<file path="src/rtl/regfile_pkg.sv">
// rtl/regfile_pkg.sv - shared types, constants and helpers for regfile_param
package regfile_pkg;

    typedef enum logic {
        IDLE  = 1'b0,
        CLEAR = 1'b1
    } state_e;

    // Configuration bits above the per-port output-register bits, as offsets from NUM_RD
    localparam int CFG_BYPASS = 0;
    localparam int CFG_CLEAR  = 1;

    function automatic int clog2(input int n);
        int r;
        r = 0;
        for (int v = n - 1; v > 0; v = v >> 1) begin
            r++;
        end
        return (r == 0) ? 1 : r;
    endfunction

endpackage

</file>
<file path="src/rtl/regfile_rd_port.sv">
// rtl/regfile_rd_port.sv - one read port: range check, write-first bypass, optional output register
module regfile_rd_port
    import regfile_pkg::*;
#(
    parameter int WIDTH  = 4,
    parameter int DEPTH  = 32,
    parameter int ADDR_W = clog2(DEPTH)
) (
    input  logic              i_clk,
    input  logic              i_rst,
    input  logic              i_busy,
    input  logic              i_bypass_en,
    input  logic              i_out_reg,
    input  logic              i_wr_en,
    input  logic [ADDR_W-1:0] i_wr_adr,
    input  logic [WIDTH-1:0]  i_wr_data,
    input  logic [ADDR_W-1:0] i_rd_adr,
    input  logic [WIDTH-1:0]  i_mem [DEPTH],
    output logic [WIDTH-1:0]  o_rd_data
);

    // One extra bit so DEPTH itself is representable when DEPTH == 2**ADDR_W
    localparam logic [ADDR_W:0] DEPTH_C = (ADDR_W + 1)'(DEPTH);

    logic             w_in_range;
    logic [WIDTH-1:0] w_raw;
    logic [WIDTH-1:0] r_out;

    assign w_in_range = ({1'b0, i_rd_adr} < DEPTH_C);

    always_comb begin
        w_raw = '0;
        if (!i_busy && w_in_range) begin
            if (i_bypass_en && i_wr_en && (i_wr_adr == i_rd_adr)) begin
                w_raw = i_wr_data;
            end else begin
                w_raw = i_mem[i_rd_adr];
            end
        end
    end

    always_ff @(posedge i_clk) begin
        if (i_rst) begin
            r_out <= '0;
        end else begin
            r_out <= w_raw;
        end
    end

    assign o_rd_data = i_out_reg ? r_out : w_raw;

endmodule

</file>
<file path="src/rtl/regfile_param.sv">
// rtl/regfile_param.sv - parametrised multi-read-port register file BEL with post-reset clear
module regfile_param
    import regfile_pkg::*;
#(
    parameter int WIDTH        = 4,
    parameter int DEPTH        = 32,
    parameter int ADDR_W       = clog2(DEPTH),
    parameter int NUM_RD       = 2,
    parameter int NoConfigBits = NUM_RD + 2
) (
    input  logic                     UserCLK,
    input  logic                     UserRST,
    input  logic [WIDTH-1:0]         D,
    input  logic [ADDR_W-1:0]        W_ADR,
    input  logic                     W_en,
    input  logic [NUM_RD*ADDR_W-1:0] RD_ADR,
    output logic [NUM_RD*WIDTH-1:0]  RD_D,
    output logic                     Busy,
    input  logic [NoConfigBits-1:0]  ConfigBits
);

    localparam logic [ADDR_W:0]   DEPTH_C = (ADDR_W + 1)'(DEPTH);
    localparam logic [ADDR_W-1:0] LAST    = ADDR_W'(DEPTH - 1);

    state_e            r_state;
    state_e            w_state_nxt;
    logic [ADDR_W-1:0] r_clr_cnt;
    logic [WIDTH-1:0]  r_mem [DEPTH];
    logic              w_wr_in_range;
    logic              w_cfg_bypass;
    logic              w_cfg_clear;

    assign w_cfg_bypass  = ConfigBits[NUM_RD + CFG_BYPASS];
    assign w_cfg_clear   = ConfigBits[NUM_RD + CFG_CLEAR];
    assign w_wr_in_range = ({1'b0, W_ADR} < DEPTH_C);

    always_ff @(posedge UserCLK) begin
        if (UserRST) begin
            r_state   <= w_cfg_clear ? CLEAR : IDLE;
            r_clr_cnt <= '0;
        end else begin
            r_state <= w_state_nxt;
            if (r_state == CLEAR) begin
                r_clr_cnt <= r_clr_cnt + ADDR_W'(1);
            end
        end
    end

    always_comb begin
        w_state_nxt = r_state;
        if ((r_state == CLEAR) && (r_clr_cnt == LAST)) begin
            w_state_nxt = IDLE;
        end
    end

    always_comb begin
        Busy = (r_state == CLEAR);
    end

    // Memory has no reset: contents persist unless the clear sequencer runs
    always_ff @(posedge UserCLK) begin
        if (!UserRST) begin
            if (r_state == CLEAR) begin
                r_mem[r_clr_cnt] <= '0;
            end else if (W_en && w_wr_in_range) begin
                r_mem[W_ADR] <= D;
            end
        end
    end

    for (genvar k = 0; k < NUM_RD; k++) begin : g_rd
        regfile_rd_port #(
            .WIDTH  (WIDTH),
            .DEPTH  (DEPTH),
            .ADDR_W (ADDR_W)
        ) u_rd (
            .i_clk       (UserCLK),
            .i_rst       (UserRST),
            .i_busy      (Busy),
            .i_bypass_en (w_cfg_bypass),
            .i_out_reg   (ConfigBits[k]),
            .i_wr_en     (W_en),
            .i_wr_adr    (W_ADR),
            .i_wr_data   (D),
            .i_rd_adr    (RD_ADR[k*ADDR_W +: ADDR_W]),
            .i_mem       (r_mem),
            .o_rd_data   (RD_D[k*WIDTH +: WIDTH])
        );
    end

endmodule

</file>
<file path="config.mk">
export PLATFORM = sky130hd
export DESIGN_NAME = regfile_param
export DESIGN_NICKNAME = d
export VERILOG_FILES = /design/src/rtl/regfile_pkg.sv /design/src/rtl/regfile_rd_port.sv /design/src/rtl/regfile_param.sv
export SDC_FILE = /design/constraint.sdc
export NUM_CORES = 1
export LEC_CHECK = 0
export ABC_AREA = 0
export CAP_MARGIN = 15
export CORE_ASPECT_RATIO = 0.6
export CORE_MARGIN = 2
export CORE_UTILIZATION = 44
export DETAILED_ROUTE_END_ITERATION = 16
export GPL_ROUTABILITY_DRIVEN = 1
export PLACE_DENSITY_LB_ADDON = 0.05
export SYNTH_ARGS = -nofsm -noshare
export SYNTH_HDL_FRONTEND = slang
export SYNTH_HIERARCHICAL = 1
export SYNTH_SLANG_ARGS = --single-unit
</file>
<file path="constraint.sdc">
create_clock -name UserCLK -period 3.9 [get_ports UserCLK]
set_input_delay 1.17 -clock UserCLK [delete_from_list [all_inputs] [get_ports UserCLK]]
set_output_delay 1.17 -clock UserCLK [all_outputs]
set_load 0.05 [all_outputs]
</file>
==> results.md <==
GRT:
- Entering global routing, the biggest net connects 115 pins.
- The remaining global-route overflow is 0.
- The overall fraction of global-route tracks in use is 0.327.
- The first global-routing pass estimated 54600 um of wire.
- The initial antenna violation count came to 1.
- The via count of the first global-routing pass is 8445.

STA:
- Dividing the final minimum period by the clock period gives 1.04.
- The count of endpoints failing hold in the final timing report is 0.
- The top achievable clock speed is 0.246 GHz.
- Subtracting the final worst setup slack from the clock period gives 4070 ps.
- The number of failing setup endpoints in the final timing report is 8.
- For the pin with the worst max-slew slack, the measured transition is 836 ps.
- The worst clock skew is 11.0 ps.
- The final-report max-slew violation count is 0.
- On the final layout, the worst hold slack is 582 ps.
- The final critical-path setup slack is -167 ps.
- Setup repair after global routing could not meet its margin everywhere.
- The worst-case headroom to the max-slew limit is 0.435.

Run status:
- The run finished, with violations left.
- The final reports fail on negative setup slack.

Detailed routing:
- For this run, design rule violations remaining after detail routing come to 0.
- Dividing the detail-routed wire length by the instance count gives 29.1 um.
- The number of search-and-repair iterations in the first detailed-routing pass is 5.
- For this block, the initial DRC count from the detailed router was 1033.
- Once detail routing completed, the nets flagged for antenna violations numbered 0.
- Dividing the detail-routed via count by the number of cells gives 6.88.
- The routed via count is 8934.
- The total detailed-routing wirelength is 37800 um.

Min path:
- The classification of the worst-slack hold path is flop to flop.

Logic synthesis:
- The net count after synthesis is 946.
- Summed over all instances, the cell type with the most area after synthesis is sky130_fd_sc_hd__edfxtp_1.
- The cell count after synthesis came out at 915.
- For this run, the number of Yosys warnings is 6.
- The share of the Yosys chip area taken by registers is 0.436.
- Each instance of the synthesized netlist takes up on average 10.4 sq um.
- The proportion of register bits with asynchronous set or reset after synthesis is 0.
- The flip-flop and latch count after synthesis is 142.
- The main flop type after synthesis is sky130_fd_sc_hd__edfxtp_1.
- In the post-synthesis netlist, the biggest area contributors are sky130_fd_sc_hd__edfxtp_1 (41%), sky130_fd_sc_hd__mux2i_1 (14%), sky130_fd_sc_hd__o22ai_1 (8.5%).
- In this run, synthesis inferred 129 flip-flops with an integrated enable.
- The fraction of synthesized cell area taken by the top area cell type is 0.409.
- The synthesized netlist occupies a cell area of 9470 sq um.
- Yosys mapped the design onto 49 distinct sky130hd cell types.

Floorplanning:
- The site row count is 41.
- The floorplan step set the die width to 193 um.
- The height of the chip is 118 um.
- The floorplan step defined a core boundary enclosing 21100 sq um.
- The I/O pin total is 35.
- The die covers 22800 sq um.
- The initial standard-cell utilization of the core is 0.449.

Clocking:
- The register clock-pin slew on the reported worst setup and hold paths is 60 ps.
- The sink count of the clock tree is 142.
- The longest clock path from root to sink contains 2 buffers.
- Clock tree synthesis inserted a total of 17 buffers.
- CTS placed an instance of sky130_fd_sc_hd__clkbuf_16 at the clock tree root.
- The H-tree depth reported by CTS is 4.
- The count of hold-fix buffers inserted at cts is 0.
- For the worst-skew pair, the clock arrives at the later sink with an insertion delay of 440 ps.
- TritonCTS built the clock tree.

Layout:
- The top cell types in the final layout, fill and taps aside, are sky130_fd_sc_hd__nand2_1 (134), sky130_fd_sc_hd__edfxtp_1 (129), sky130_fd_sc_hd__o22ai_1 (128).
- The area added between synthesis and finish is 33.0%.
- The library cell used most frequently in the layout, excluding fill and tap cells, is sky130_fd_sc_hd__nand2_1.
- In the final layout, the share of cells above drive strength 1 is 0.340.
- The post-layout net count is 1037.

Run:
- The number of max-cap violations is 0.

Power and ir drop:
- In this run the static leakage power is 0.00444 uW.
- The maximum VDD drop is 335 uV.
- Dividing total power by cell area gives a power density of 353 nW/um^2.
- Overall power consumption after layout is estimated at 4440 uW.

Setup path:
- STA puts the critical path data required time at 2730 ps.
- The type of element launching the critical path is a primary input.
- Data arrives at the worst endpoint at 2900 ps.
- STA classifies the critical path endpoint as a primary output.
- Of all nets on the critical path, the largest fanout is 6.
- The critical path start-end classification is primary input to primary output.

Place:
- Input and output buffers added on the ports amount to 34.
- The placed wire-length estimate after detailed placement is 25600 um.
- The congestion estimate from routability-driven global placement came to 0.994.
## critical path: stages
cell and delay [ps]:
sky130_fd_sc_hd__buf_16 140, sky130_fd_sc_hd__buf_16 160, sky130_fd_sc_hd__buf_12 140, sky130_fd_sc_hd__mux2i_4 180, sky130_fd_sc_hd__a22oi_2 260, sky130_fd_sc_hd__a21oi_2 90
sky130_fd_sc_hd__nor4_2 260, sky130_fd_sc_hd__buf_4 160, sky130_fd_sc_hd__a221o_1 150, sky130_fd_sc_hd__buf_6 160
## through the flow
stage / area (sq um) / worst slack, ps / instances / util / setup TNS, ps
floorplan: 9470 / 127 / 915 / - / 0
global placement: 10500 / -840 / 1243 / 0.498 / -5190
detailed placement: 10500 / -853 / 1243 / 0.498 / -5280
CTS: 12200 / -118 / 1296 / 0.580 / -672
global route: 12600 / -196 / 1299 / 0.597 / -1060
finish: 12600 / -167 / 1299 / 0.597 / -750
## state kept, by name, indices dropped and copies added, names as in the netlist
signal           flops
Busy                 1
g_rd.u_rd/r_out      8
r_clr_cnt            5
r_mem              128
## synthesized netlist by cell type, drive strengths merged (12+ instances only)
cell,number
o21ai,32
clkbuf,32
o22ai,128
nand2,134
a22oi,64
buf,59
dfxtp,13
and2,19
mux2i,130
a21oi,33
nor2,12
and4bb,12
nor4,12
and4b,12
edfxtp,129
## cells by family after synthesis
family,count (synthesis),synth area share
xor+xnor,11,0.0102
mux,131,0.139
compound gates,277,0.189
buf+inv,93,0.0587
simple gates,256,0.161
fa+ha+maj,5,0.00661
flops,142,0.436
## timing repair
item / CTS / global route
setup buffers: 15 / 10
pin swaps: 44 / 42
setup endpoints to repair: 8 / 8
resized for setup: 219 / 76
gates cloned: 11 / 0
## final cells by class
class | instances | area, sq um
diodes | 1 | 2.50
flip-flops and latches | 142 | 4130
clock buffers | 19 | 433
fillers | 1701 | 8490
inverters | 2 | 7.51
well taps | 279 | 349
multi-input cells | 681 | 5830
clock inverters | 13 | 146
repair buffers | 162 | 1690
## power by group
group,switching [uW],total [uW],leakage [uW],internal (uW)
clock,649,1640,0.000285,996
sequential,81.5,1830,0.00134,1740
combinational,550,973,0.00282,423
total,1280,4440,0.00444,3160
## final timing paths
check | from | to | slack (ps) | cells past startpoint
hold / removal | r_clr_cnt[2] | r_clr_cnt[2] | 580 | 2
setup reg to reg | Busy | r_mem[15] | 1470 | 4
hold reg to reg | r_clr_cnt[2] | r_clr_cnt[2] | 580 | 2
setup / recovery | RD_ADR[5] | RD_D[7] | -170 | 10
## per-layer routing
layer	wire [um]	track usage
met2	15900	0.452
met4	1000	0.117
met5	0	0
met1	15500	0.462
met3	5470	0.126
No activity file was read; power rests on OpenSTA's default activity.
